File: config.mk
export PLATFORM = sky130hd
export DESIGN_NAME = exe_stage
export DESIGN_NICKNAME = d
export VERILOG_FILES = /design/src/rtl/exe_pkg.sv /design/src/rtl/exe_alu.sv /design/src/rtl/exe_stage.sv
export SDC_FILE = /design/constraint.sdc
export NUM_CORES = 1
export LEC_CHECK = 0
export BUFFER_PORTS_ARGS = -buffer_cell sky130_fd_sc_hd__buf_2
export CORE_MARGIN = 5
export CORE_UTILIZATION = 45
export DETAILED_ROUTE_END_ITERATION = 10
export HOLD_SLACK_MARGIN = 0.12
export PLACE_DENSITY = 0.68
export SYNTH_ARGS = -nofsm -noshare
export SYNTH_HDL_FRONTEND = slang
export SYNTH_SLANG_ARGS = --single-unit
File: constraint.sdc
create_clock -name clk -period 3.6 [get_ports clk]
set_input_delay 0.18 -clock clk [delete_from_list [all_inputs] [get_ports clk]]
set_output_delay 0.18 -clock clk [all_outputs]
set_load 0.01 [all_outputs]
File: src/rtl/exe_pkg.sv
// rtl/exe_pkg.sv - shared constants and types for the execute stage
// Purpose: opcode encodings, NZCV flag bit positions, flag-update masks,
//          the buffered output entry type and a status merge helper.
// Ports:   none (package).
package exe_pkg;

    localparam logic [3:0] CMD_MOV = 4'b0001;
    localparam logic [3:0] CMD_MVN = 4'b1001;
    localparam logic [3:0] CMD_ADD = 4'b0010;
    localparam logic [3:0] CMD_ADC = 4'b0011;
    localparam logic [3:0] CMD_SUB = 4'b0100;
    localparam logic [3:0] CMD_SBC = 4'b0101;
    localparam logic [3:0] CMD_AND = 4'b0110;
    localparam logic [3:0] CMD_ORR = 4'b0111;
    localparam logic [3:0] CMD_EOR = 4'b1000;

    localparam int FLAG_N = 3;
    localparam int FLAG_Z = 2;
    localparam int FLAG_C = 1;
    localparam int FLAG_V = 0;

    // Which status bits an operation is allowed to write
    localparam logic [3:0] MASK_ARITH = 4'b1111;
    localparam logic [3:0] MASK_LOGIC = 4'b1100;
    localparam logic [3:0] MASK_NONE  = 4'b0000;

    typedef struct packed {
        logic [31:0] result;
        logic        wb_en;
        logic [3:0]  dest;
    } exe_out_t;

    function automatic logic [3:0] merge_status(input logic [3:0] old_st,
                                                input logic [3:0] flags,
                                                input logic [3:0] mask);
        return (old_st & ~mask) | (flags & mask);
    endfunction

endpackage

File: src/rtl/exe_alu.sv
// rtl/exe_alu.sv - combinational ALU for the execute stage
// Purpose: computes result, NZCV flags and the flag-update mask.
// Ports:   i_cmd (opcode), i_val1/i_val2 (operands), i_c (status C in),
//          o_result, o_flags {N,Z,C,V}, o_mask (bits the op may update).
module exe_alu
    import exe_pkg::*;
(
    input  logic [3:0]  i_cmd,
    input  logic [31:0] i_val1,
    input  logic [31:0] i_val2,
    input  logic        i_c,
    output logic [31:0] o_result,
    output logic [3:0]  o_flags,
    output logic [3:0]  o_mask
);

    logic [31:0] w_b;
    logic        w_cin;
    logic [32:0] w_sum;

    // Subtraction is val1 + ~val2 + cin so carry-out directly means "no borrow"
    always_comb begin
        w_b   = i_val2;
        w_cin = 1'b0;
        case (i_cmd)
            CMD_ADC: w_cin = i_c;
            CMD_SUB: begin w_b = ~i_val2; w_cin = 1'b1; end
            CMD_SBC: begin w_b = ~i_val2; w_cin = i_c;  end
            default: ;
        endcase
    end

    assign w_sum = {1'b0, i_val1} + {1'b0, w_b} + {32'd0, w_cin};

    always_comb begin
        o_result = '0;
        o_mask   = MASK_NONE;
        case (i_cmd)
            CMD_MOV: begin o_result = i_val2;          o_mask = MASK_LOGIC; end
            CMD_MVN: begin o_result = ~i_val2;         o_mask = MASK_LOGIC; end
            CMD_AND: begin o_result = i_val1 & i_val2; o_mask = MASK_LOGIC; end
            CMD_ORR: begin o_result = i_val1 | i_val2; o_mask = MASK_LOGIC; end
            CMD_EOR: begin o_result = i_val1 ^ i_val2; o_mask = MASK_LOGIC; end
            CMD_ADD, CMD_ADC, CMD_SUB, CMD_SBC: begin
                o_result = w_sum[31:0];
                o_mask   = MASK_ARITH;
            end
            default: ;
        endcase
        o_flags         = '0;
        o_flags[FLAG_N] = o_result[31];
        o_flags[FLAG_Z] = (o_result == 32'd0);
        o_flags[FLAG_C] = w_sum[32];
        // Overflow: both addends share a sign that the sum does not
        o_flags[FLAG_V] = (i_val1[31] == w_b[31]) && (w_sum[31] != i_val1[31]);
    end

endmodule

File: src/rtl/exe_stage.sv
// rtl/exe_stage.sv - execute stage with valid/ready handshake and NZCV status
// Purpose: registers ALU results with their writeback tag, keeps the status
//          register, and buffers output. Optional macro EXE_SKID_EN selects a
//          2-entry output FIFO with a registered in_ready.
// Ports:   clk, rst (async, active-high); in_valid/in_ready, exe_cmd, s_in,
//          val1, val2, wb_en_in, dest_in (input side); out_valid/out_ready,
//          result, wb_en_out, dest_out (output side); status {N,Z,C,V}.
module exe_stage
    import exe_pkg::*;
(
    input  logic        clk,
    input  logic        rst,
    input  logic        in_valid,
    output logic        in_ready,
    input  logic [3:0]  exe_cmd,
    input  logic        s_in,
    input  logic [31:0] val1,
    input  logic [31:0] val2,
    input  logic        wb_en_in,
    input  logic [3:0]  dest_in,
    output logic        out_valid,
    input  logic        out_ready,
    output logic [31:0] result,
    output logic        wb_en_out,
    output logic [3:0]  dest_out,
    output logic [3:0]  status
);

    logic [31:0] w_alu_result;
    logic [3:0]  w_alu_flags;
    logic [3:0]  w_alu_mask;
    logic        w_in_xfer;
    logic        w_out_xfer;
    exe_out_t    w_new;
    logic [3:0]  r_status;

    exe_alu u_alu (
        .i_cmd    (exe_cmd),
        .i_val1   (val1),
        .i_val2   (val2),
        .i_c      (r_status[FLAG_C]),
        .o_result (w_alu_result),
        .o_flags  (w_alu_flags),
        .o_mask   (w_alu_mask)
    );

    assign w_new      = {w_alu_result, wb_en_in, dest_in};
    assign w_in_xfer  = in_valid && in_ready;
    assign w_out_xfer = out_valid && out_ready;
    assign status     = r_status;

    // Status tracks accepted operations, so a following ADC/SBC sees the new C
    always_ff @(posedge clk or posedge rst) begin
        if (rst)
            r_status <= '0;
        else if (w_in_xfer && s_in)
            r_status <= merge_status(r_status, w_alu_flags, w_alu_mask);
    end

`ifdef EXE_SKID_EN
    exe_out_t   r_mem [2];
    logic       r_rd_ptr;
    logic       r_wr_ptr;
    logic [1:0] r_count;
    logic       r_in_ready;
    logic [1:0] w_count_nxt;

    always_comb begin
        w_count_nxt = r_count;
        case ({w_in_xfer, w_out_xfer})
            2'b10:   w_count_nxt = r_count + 2'd1;
            2'b01:   w_count_nxt = r_count - 2'd1;
            default: ;
        endcase
    end

    always_ff @(posedge clk or posedge rst) begin
        if (rst) begin
            r_mem[0]   <= '0;
            r_mem[1]   <= '0;
            r_rd_ptr   <= 1'b0;
            r_wr_ptr   <= 1'b0;
            r_count    <= 2'd0;
            r_in_ready <= 1'b1;
        end else begin
            if (w_in_xfer) begin
                r_mem[r_wr_ptr] <= w_new;
                r_wr_ptr        <= ~r_wr_ptr;
            end
            if (w_out_xfer)
                r_rd_ptr <= ~r_rd_ptr;
            r_count    <= w_count_nxt;
            // Registered from the next occupancy: no path from out_ready
            r_in_ready <= (w_count_nxt != 2'd2);
        end
    end

    assign in_ready                      = r_in_ready;
    assign out_valid                     = (r_count != 2'd0);
    assign {result, wb_en_out, dest_out} = r_mem[r_rd_ptr];
`else
    exe_out_t r_out;
    logic     r_valid;

    // A draining result frees the register in the same cycle
    assign in_ready = !r_valid || out_ready;

    always_ff @(posedge clk or posedge rst) begin
        if (rst) begin
            r_out   <= '0;
            r_valid <= 1'b0;
        end else if (w_in_xfer) begin
            r_out   <= w_new;
            r_valid <= 1'b1;
        end else if (w_out_xfer) begin
            r_valid <= 1'b0;
        end
    end

    assign out_valid                     = r_valid;
    assign {result, wb_en_out, dest_out} = r_out;
`endif

endmodule

==> metrics.txt, run 1 <==
final WL=19.18 mm; Seq cells post-synth=42; initial antenna violation count=0; post-route core utilization=0.6081; first-pass GRT wire length=31.13 mm; sequential element share of the synthesized area=0.1709; die area=0.01610 sq mm; Worst Hold Depth=3; FMAX=0.2844 GHz; worst min-delay path startpoint=out_ready; crit path DAT=3.73 ns; vias per cell=5.364; sw frac=0.3865; TritonCTS buffer count=5; site row count=42; GP Congestion=0.9722; Setup CP Type=flip-flop to flip-flop; post-DP HPWL=15.44 mm; vias in the first global route=6196; Final Skew=0.006083 ns; CP startpoint kind=flip-flop; n_diodes=0; Reg clk slew, reported paths=0.06 ns; CTS tree=done; clock share of power=0.203; NetSw=981.4 uW; via count=6292; largest net degree at the start of global routing=43; Final setup viols=0; H-tree Lvls=2; root buf cell=clkbuf_16; GRT Util Overall=0.2356; Post-synth top flop=dfrtp_1; Top Ports=121; Bufs on Longest Clock Path=2; Hold WC Path Type=input pin to flip-flop; total power=2.539 mW; dominant cell type by area after synthesis=ha_1; Worst Tran Pin Value=1.106 ns; WP buf/inv=3; DRC Markers=0; fraction of layout instances using a drive strength above 1=0.2899; period utilization=0.9768; Worst Path Max Fanout=7; status=finished clean; Final Hold Viols=0; Reg2Reg Setup Slack=0.08 ns; Antenna Nets Post-Route=0; Most common cell on crit path=buf_4; DP Worst Slack=-0.2517 ns; crit-path cells=buf_4 > nand4b_1 > a21oi_2 > fa_2 > a211oi_2 > o31ai_2 > buf_4 > a22oi_2 > a21oi_2 > buf_4 > a211o_2 > a21bo_2 > xnor2_1 > a2111oi_1 > nand4_1 > o21ai_1; slowest CP cell=a2111oi_1; syn nets=960; RSZ-0062 raised after global routing=true; gr ovfl total=0; Syn. warnings=0; CP endpoint kind=flip-flop; Req. time, crit path=3.81 ns; Synth Area per Inst=7.832 sq um; top cells by area, synth=ha_1 (19%), dfrtp_1 (17%), xnor2_1 (10%), inv_1 (5.5%), nand2_1 (5.0%); Starting Density=0.4625; Slew HR=0.2611; top post-synthesis cells by count=ha_1 (95), inv_1 (90), nand2_1 (82), xnor2_1 (73), o21ai_0 (49); Chip Width=126.9 um; sequential share of power=0.240; Top delay family on crit path=compound AO/OA/AOI/OAI gates; IO buf count=120; Max VDD drop=0.2338 mV; hold endpoint=out_valid$_DFFE_PP0P_; cell leakage power=4.093 nW; Yosys top cell area share=0.1933; reg2reg path depth=16; Max-cap violations=0; starting DRC count in detailed routing=326; Gate power share=0.556; worst setup margin=0.08347 ns; count of cell types in the netlist=67; Post-Syn Instances=785; top-count cell post-synth=ha_1; Int Pwr=1.558 mW; crit-path max cell delay=0.43 ns; total iterations of the first detailed-routing run=5; core area=0.01330 sq mm; worst-skew pair later-pin latency=0.28 ns; Area Overhead vs Synth=31.50%; TNS Setup=0 ns; Mapped Area=0.006148 sq mm; fraction of registers with async set/reset=1.000; fin nets=1171; fillers=1208; Die Ht=126.9 um; Slew Limit Fails=0; minimum clock period=3.517 ns; WL/cell=16.35 um; Post-synth EDFFs=0; pwr dens=314.0 mW/mm^2; worst-case hold slack=0.2344 ns; Clock Sinks=42
cells in the final DEF, fill, tap and decap left out, drive strengths merged, types with 7 or more instances in the layout:
| master | count |
|---|---|
| dfrtp | 42 |
| mux2i | 18 |
| a21o | 12 |
| nor2 | 41 |
| a221oi | 12 |
| mux2 | 9 |
| nand4 | 8 |
| o22ai | 22 |
| nand3 | 9 |
| a31oi | 10 |
| a21oi | 50 |
| inv | 89 |
| o21ai | 52 |
| nand2b | 7 |
| nor3 | 7 |
| nand2 | 82 |
| dlygate4sd3 | 7 |
| ha | 95 |
| and2 | 7 |
| xor2 | 14 |
| xnor2 | 73 |
| buf | 238 |
| o211ai | 8 |
| a211oi | 8 |
logic make-up after synthesis:
group                    count (synthesis)  synth area share
AO/OA/AOI/OAI                          219            0.2424
AND/OR/NAND/NOR                        182            0.1349
buffers and inverters                  131           0.08221
adder cells (fa/ha/maj)                 97            0.1998
XOR/XNOR                                87            0.1239
flip-flops                              42            0.1709
multiplexers                            27           0.04579
worst register-to-register path, stage by stage (launching register included):
cell and delay (ns):
dfrtp_1 0.41, buf_4 0.15, nand4b_1 0.09, a21oi_2 0.07, fa_2 0.38, a211oi_2 0.25
o31ai_2 0.11, buf_4 0.17, a22oi_2 0.17, a21oi_2 0.10, buf_4 0.14, a211o_2 0.37
a21bo_2 0.21, xnor2_1 0.14, a2111oi_1 0.43, nand4_1 0.13, o21ai_1 0.14
how the worst max path moves through the flow:
| stage | start | slack, ns | endpoint | cells after the start |
|---|---|---|---|---|
| 4_1_cts | flip-flop | 0.02 | flip-flop | 19 |
| 3_5_place_dp | exe_cmd[1] | -0.25 | flip-flop | 18 |
| 3_3_place_gp | exe_cmd[1] | -0.13 | flip-flop | 17 |
| 5_1_grt | flip-flop | -0.16 | flip-flop | 19 |
| 2_1_floorplan | exe_cmd[3] | 0.02 | flip-flop | 19 |
| 6_report | flip-flop | 0.08 | flip-flop | 16 |
per-stage QoR:
step	cell area [sq um]	cells
after detailed placement	7757	1157
after global placement	7757	1157
after CTS	8041	1173
final	8085	1173
after floorplan	6215	785
after global routing	8085	1173
what timing repair did:
item | 4_1_cts | 5_1_grt
hold buffers | 7 | 0
hold endpoints to repair | 48 | 0
setup endpoints to repair | 2 | 5
gates resized for setup | 7 | 10
buffers inserted | 1 | 0
pin swaps | 0 | 7
layout make-up:
type	instances	area [sq um]	share of cell area
Clock buffer	6	128.9	0.01594
Inverter	90	337.8	0.04178
Sequential cell	42	1051	0.1300
Clock inverter	2	37.54	0.004643
Multi-Input combinational cell	612	4712	0.5828
Tap cell	176	220.2	0.02724
Timing Repair Buffer	245	1598	0.1976
sequential cells by signal, summed over array words and instances (netlist names), named ones only:
name       flops
result        32
out_valid      1
wb_en_out      1
dest_out       4
layer usage:
layer	wire, um	GRT usage	vias up
li1	-	-	3163
met1	8319	0.2970	2931
met2	9506	0.4203	166
met3	803	0.02522	32
met4	549	0.07508	0
met5	0	0	-
power by group through the flow:
stage / Clock [mW] / Sequential [mW] / Combinational [mW]
final: 0.516 / 0.610 / 1.41
after global routing: 0.541 / 0.622 / 1.55
after CTS: 0.520 / 0.609 / 1.40
after detailed placement: 0 / 0.617 / 1.37
after global placement: 0 / 0.616 / 1.35
after floorplan: 0 / 0.655 / 0.752
Note: power is estimated with default switching activity, not from simulation.
==> run 2, diff against run 1 <==
--- a/config.mk
+++ b/config.mk
@@ -10,7 +10,9 @@
 export CORE_UTILIZATION = 45
 export DETAILED_ROUTE_END_ITERATION = 10
 export HOLD_SLACK_MARGIN = 0.12
-export PLACE_DENSITY = 0.68
+export PLACE_DENSITY = 0.67
+export RECOVER_POWER = 50
 export SYNTH_ARGS = -nofsm -noshare
 export SYNTH_HDL_FRONTEND = slang
+export SYNTH_HIERARCHICAL = 1
 export SYNTH_SLANG_ARGS = --single-unit
==> run 2 against run 1 <==
Against the previous run: the flow now finishes with violations (max-capacitance violations, max-slew violations); sequential power increased by 5.6%; clock power is 17% lower; final cell count fell by 2.1%.
==> metrics.txt, run 2 <==
count of cell types in the netlist=80; Clock Sinks=42; Chip Width=130.6 um; Reg2Reg Setup Slack=0.03 ns; Max VDD drop=0.2464 mV; Post-synth top flop=dfrtp_1; top post-synthesis cells by count=ha_1 (95), inv_1 (72), xnor2_1 (72), a21oi_1 (53), dfrtp_1 (42); Antenna Nets Post-Route=0; vias in the first global route=6523; vias per cell=5.582; Hold WC Path Type=input pin to flip-flop; Final setup viols=0; WL/cell=17.49 um; Worst Tran Pin Value=2.323 ns; starting DRC count in detailed routing=342; CP endpoint kind=flip-flop; most frequent cells in the layout=buf_4 (120), ha_1 (95), buf_2 (79); TritonCTS buffer count=5; GP Congestion=0.9941; Starting Density=0.4541; worst min-delay path startpoint=wb_en_in; fraction of layout instances using a drive strength above 1=0.2946; minimum clock period=3.570 ns; initial antenna violation count=0; Top Ports=121; GRT Util Overall=0.2337; site row count=44; period utilization=0.9917; status=finished with violations; Slew Limit Fails=43; DP Worst Slack=-0.1575 ns; worst setup margin=0.02975 ns; n_diodes=0; pwr dens=316.3 mW/mm^2; Setup CP Type=flip-flop to flip-flop; hold endpoint=wb_en_out$_DFFE_PP0P_; Post-Syn Instances=761; Bufs on Longest Clock Path=2; top cells by area, synth=ha_1 (18%), dfrtp_1 (16%), xnor2_1 (9.6%), mux2_4 (6.9%), inv_1 (4.1%); Req. time, crit path=3.76 ns; syn nets=936; gr ovfl total=0; Syn. warnings=6; Yosys top cell area share=0.1815; fin nets=1139; first-pass GRT wire length=32.22 mm; Synth Area per Inst=8.607 sq um; Seq cells post-synth=42; Final Skew=0.005918 ns; reg2reg path depth=15; worst-skew pair later-pin latency=0.28 ns; DRC Markers=0; H-tree Lvls=2; core area=0.01442 sq mm; fraction of registers with async set/reset=1.000; Final Hold Viols=0; violated checks=max-capacitance violations, max-slew violations; sequential element share of the synthesized area=0.1605; Reg clk slew, reported paths=0.06 ns; crit path DAT=3.73 ns; die area=0.01707 sq mm; CP startpoint kind=flip-flop; final WL=20.08 mm; root buf cell=clkbuf_16; Largest register FFs=32; post-route core utilization=0.5670; CTS tree=done; Max-cap violations=1; Slew HR=-0.5485; cell leakage power=3.992 nW; total iterations of the first detailed-routing run=5; Area Overhead vs Synth=24.85%; Worst Path Max Fanout=4; via count=6408; Worst Hold Depth=2; dominant cell type by area after synthesis=ha_1; Mapped Area=0.006550 sq mm; top-count cell post-synth=ha_1; sequential cell area=0.001052 sq mm; IO buf count=120; fillers=1397; RSZ-0062 raised after global routing=true; FMAX=0.2801 GHz; largest net degree at the start of global routing=43; Post-synth EDFFs=0; Multi-input gate area=0.005022 sq mm; post-DP HPWL=16.35 mm; commonest non-fill, non-tap cell in the layout=buf_4; Die Ht=130.6 um
==> run 2: per-layer routing <==
| metal | track usage | vias to the layer above | part of all wire |
|---|---|---|---|
| met4 | 0.06231 | 0 | 0.025 |
| li1 | - | 3141 | - |
| met5 | 0 | - | 0 |
| met2 | 0.4389 | 183 | 0.51 |
| met1 | 0.2795 | 3053 | 0.42 |
| met3 | 0.02886 | 31 | 0.045 |
==> run 2: cell type report <==
cell class,count,area share
Multi-Input combinational cell,600,0.6141
Sequential cell,42,0.1287
Tap cell,184,0.02815
Inverter,73,0.03351
Clock inverter,2,0.001224
Timing Repair Buffer,242,0.1790
Clock buffer,5,0.01530
==> run 2: power by group <==
part           switching [mW]  total [mW]  internal [mW]
Clock                   0.175       0.426          0.250
Combinational           0.777        1.52          0.741
Sequential             0.0651       0.644          0.578
Total                    1.02        2.59           1.57
==> run 2: how the worst max path moves through the flow <==
stage,from,end,slack (ns),cells past startpoint
global route,flip-flop,flip-flop,-0.12,15
CTS,flip-flop,flip-flop,0.007,16
global placement,exe_cmd[1],flip-flop,-0.09,17
floorplan,exe_cmd[3],flip-flop,-0.05,18
detailed placement,exe_cmd[1],flip-flop,-0.16,18
finish,flip-flop,flip-flop,0.03,15
==> run 2: cell families after synthesis <==
logic type               after synthesis  synth area share
multiplexers                          44           0.09226
flip-flops                            42            0.1605
AO/OA/AOI/OAI                        221            0.2342
AND/OR/NAND/NOR                      152            0.1286
adder cells (fa/ha/maj)               97            0.1876
XOR/XNOR                              86            0.1161
buffers and inverters                119           0.08080
==> run 2: stage by stage <==
stage          setup TNS, ns  std cells  cell area (sq um)  hold WS (ns)  power, mW
6_report                   0       1148               8178        0.1330      2.587
3_5_place_dp         -0.1575       1139               8036        0.3563      2.164
3_3_place_gp        -0.09215       1139               8036        0.3378      2.142
2_1_floorplan       -0.05363        761               6600        0.2884      1.557
4_1_cts                    0       1147               8193        0.1290      2.607
5_1_grt              -0.1281       1148               8178        0.1268      2.770
==> run 2: worst max-delay path, stage by stage, from the launching register on <==
cell and delay [ns]:
dfrtp_2 0.44, o21ai_2 0.16, a21oi_2 0.08, fa_2 0.39, fa_2 0.37, a21o_1 0.23
nand4_4 0.10, a21oi_4 0.10, a2111oi_4 0.44, nor4_2 0.11, or4_1 0.42, o211ai_2 0.11
nor4_2 0.07, nand4b_1 0.12, nor3_2 0.06, mux2_4 0.26
==> run 2: timing repair <==
item | in CTS | in global routing
endpoints found under the hold margin | 42 | 0
resized for setup | 3 | 8
endpoints found under the setup margin | 1 | 3
pin swaps | 1 | 17
hold buffers | 1 | 0
buffers inserted | 0 | 1
==> run 3, diff against run 2 <==
==> constraint.sdc (replaced) <==
create_clock -name clk -period 3.6 [get_ports clk]
set_input_delay 0 -clock clk [delete_from_list [all_inputs] [get_ports clk]]
set_output_delay 0 -clock clk [all_outputs]
set_load 0.01 [all_outputs]
==> run 3 against run 2 <==
Against the previous run: the flow still finishes with violations (max-capacitance violations, max-slew violations); largest power group unchanged; largest cell class unchanged; hold slack gained 0.092 ns; cell area decreased by 3.8%; die area is the same.
==> metrics.txt, run 3 (synthesized netlist as in run 2, its figures left out) <==
CP endpoint kind=flip-flop; worst setup margin=0.09580 ns; FMAX=0.2854 GHz; GP Congestion=0.9338; Reg2Reg Setup Slack=0.1 ns; period utilization=0.9734; fin nets=1086; TritonCTS buffer count=5; status=finished with violations; fraction of layout instances using a drive strength above 1=0.2489; Hold WC Path Type=input pin to flip-flop; root buf cell=clkbuf_16; placed cell count=1075; sequential cell area=0.001051 sq mm; Worst Hold Depth=4; commonest non-fill, non-tap cell in the layout=ha_1; Starting Density=0.4541; reg2reg path depth=15; die area=0.01707 sq mm; via count=6320; final instance count without filler cells=1096; fillers=1419; H-tree Lvls=2; Antenna Nets Post-Route=0; Placed Instance Area=0.007565 sq mm; Area Overhead vs Synth=20.08%; largest net degree at the start of global routing=43; post-route cell area=0.007865 sq mm; Setup CP Type=flip-flop to flip-flop; GRT Util Overall=0.2243; final WL=19.68 mm; Max-cap violations=1; cell leakage power=3.751 nW; Int Pwr=1.558 mW; first-pass GRT wire length=30.68 mm; core area=0.01442 sq mm; worst-skew pair later-pin latency=0.29 ns; initial antenna violation count=0; Final setup viols=0; Req. time, crit path=3.83 ns; Top Ports=121; violated checks=max-capacitance violations, max-slew violations; minimum clock period=3.504 ns; WL/cell=17.96 um; n_diodes=0; clock share of power=0.203; gr ovfl total=0; DP Worst Slack=-0.04473 ns; worst min-delay path startpoint=val1[31]; Slew Limit Fails=43; Worst Tran Pin Value=2.238 ns; Chip Width=130.6 um; vias per cell=5.766; Slew HR=-0.4917; vias in the first global route=6046; RSZ-0062 raised after global routing=true; total iterations of the first detailed-routing run=6; post-route core utilization=0.5453; Clock Sinks=42; Reg clk slew, reported paths=0.06 ns; Final Skew=0.003535 ns; crit path DAT=3.74 ns; sw frac=0.3971; NetSw=1.026 mW; Bufs on Longest Clock Path=2; CP startpoint kind=flip-flop; Largest register FFs=32; Multi-input gate area=0.005045 sq mm; CTS tree=done; starting DRC count in detailed routing=435; worst-case hold slack=0.2247 ns; DRC Markers=0; IO buf count=120; Final Hold Viols=0; Max VDD drop=0.2004 mV; most frequent cells in the layout=ha_1 (95), buf_2 (79), xnor2_1 (72); pwr dens=328.5 mW/mm^2; site row count=44; Die Ht=130.6 um; Gate power share=0.544; sequential share of power=0.253; Worst Path Max Fanout=5; post-DP HPWL=15.40 mm
[run 3: how the worst max path moves through the flow]
stage | to | cells after the start | from
finish | flip-flop | 15 | flip-flop
detailed placement | flip-flop | 15 | flip-flop
global placement | flip-flop | 17 | exe_cmd[1]
global route | flip-flop | 15 | flip-flop
CTS | flip-flop | 15 | flip-flop
floorplan | flip-flop | 19 | exe_cmd[0]
[run 3: final cells by class]
cell class / instances / area share
flip-flops and latches: 42 / 0.1336
inverters: 73 / 0.03484
multi-input cells: 600 / 0.6414
clock inverters: 3 / 0.005568
well taps: 184 / 0.02927
clock buffers: 5 / 0.01591
repair buffers: 189 / 0.1394
[run 3: metrics by stage]
stage,setup TNS [ns],total power [mW]
final,0,2.583
after global routing,-0.08555,2.745
after CTS,0,2.578
after detailed placement,-0.04473,2.039
after global placement,-0.01177,2.023
after floorplan,0,1.555
[run 3: timing repair]
action / 4_1_cts / 5_1_grt
gates resized for setup: 1 / 13
pin swaps: 2 / 15
setup buffers: 0 / 5
endpoints found under the setup margin: 1 / 3
hold buffers: 8 / 0
hold endpoints to repair: 50 / 0
[run 3: critical path: stages, from the launching register on]
cell and delay, ns:
dfrtp_1 0.42, o21ai_2 0.14, a21oi_2 0.08, fa_2 0.38
fa_2 0.37, a21o_1 0.22, nand4_4 0.09, a21oi_4 0.10
a2111oi_4 0.38, mux2i_1 0.13, nor2_2 0.18, o2111ai_2 0.15
nor4_2 0.32, nand4b_1 0.15, nor3_2 0.16, mux2_2 0.15
[run 3: metal layers]
| layer | up-vias | GRT usage | wire (um) |
|---|---|---|---|
| met5 | - | 0 | 0 |
| met1 | 2995 | 0.2947 | 8754 |
| met2 | 240 | 0.3846 | 9139 |
| met3 | 38 | 0.03211 | 1266 |
| li1 | 3047 | - | - |
| met4 | 0 | 0.06292 | 520 |
[run 3: power by group through the flow]
stage | sequential [mW] | clock [mW] | combinational (mW)
after floorplan | 0.689 | 0 | 0.866
after global placement | 0.655 | 0 | 1.37
after detailed placement | 0.655 | 0 | 1.38
after CTS | 0.649 | 0.532 | 1.40
after global routing | 0.665 | 0.547 | 1.53
final | 0.655 | 0.524 | 1.40
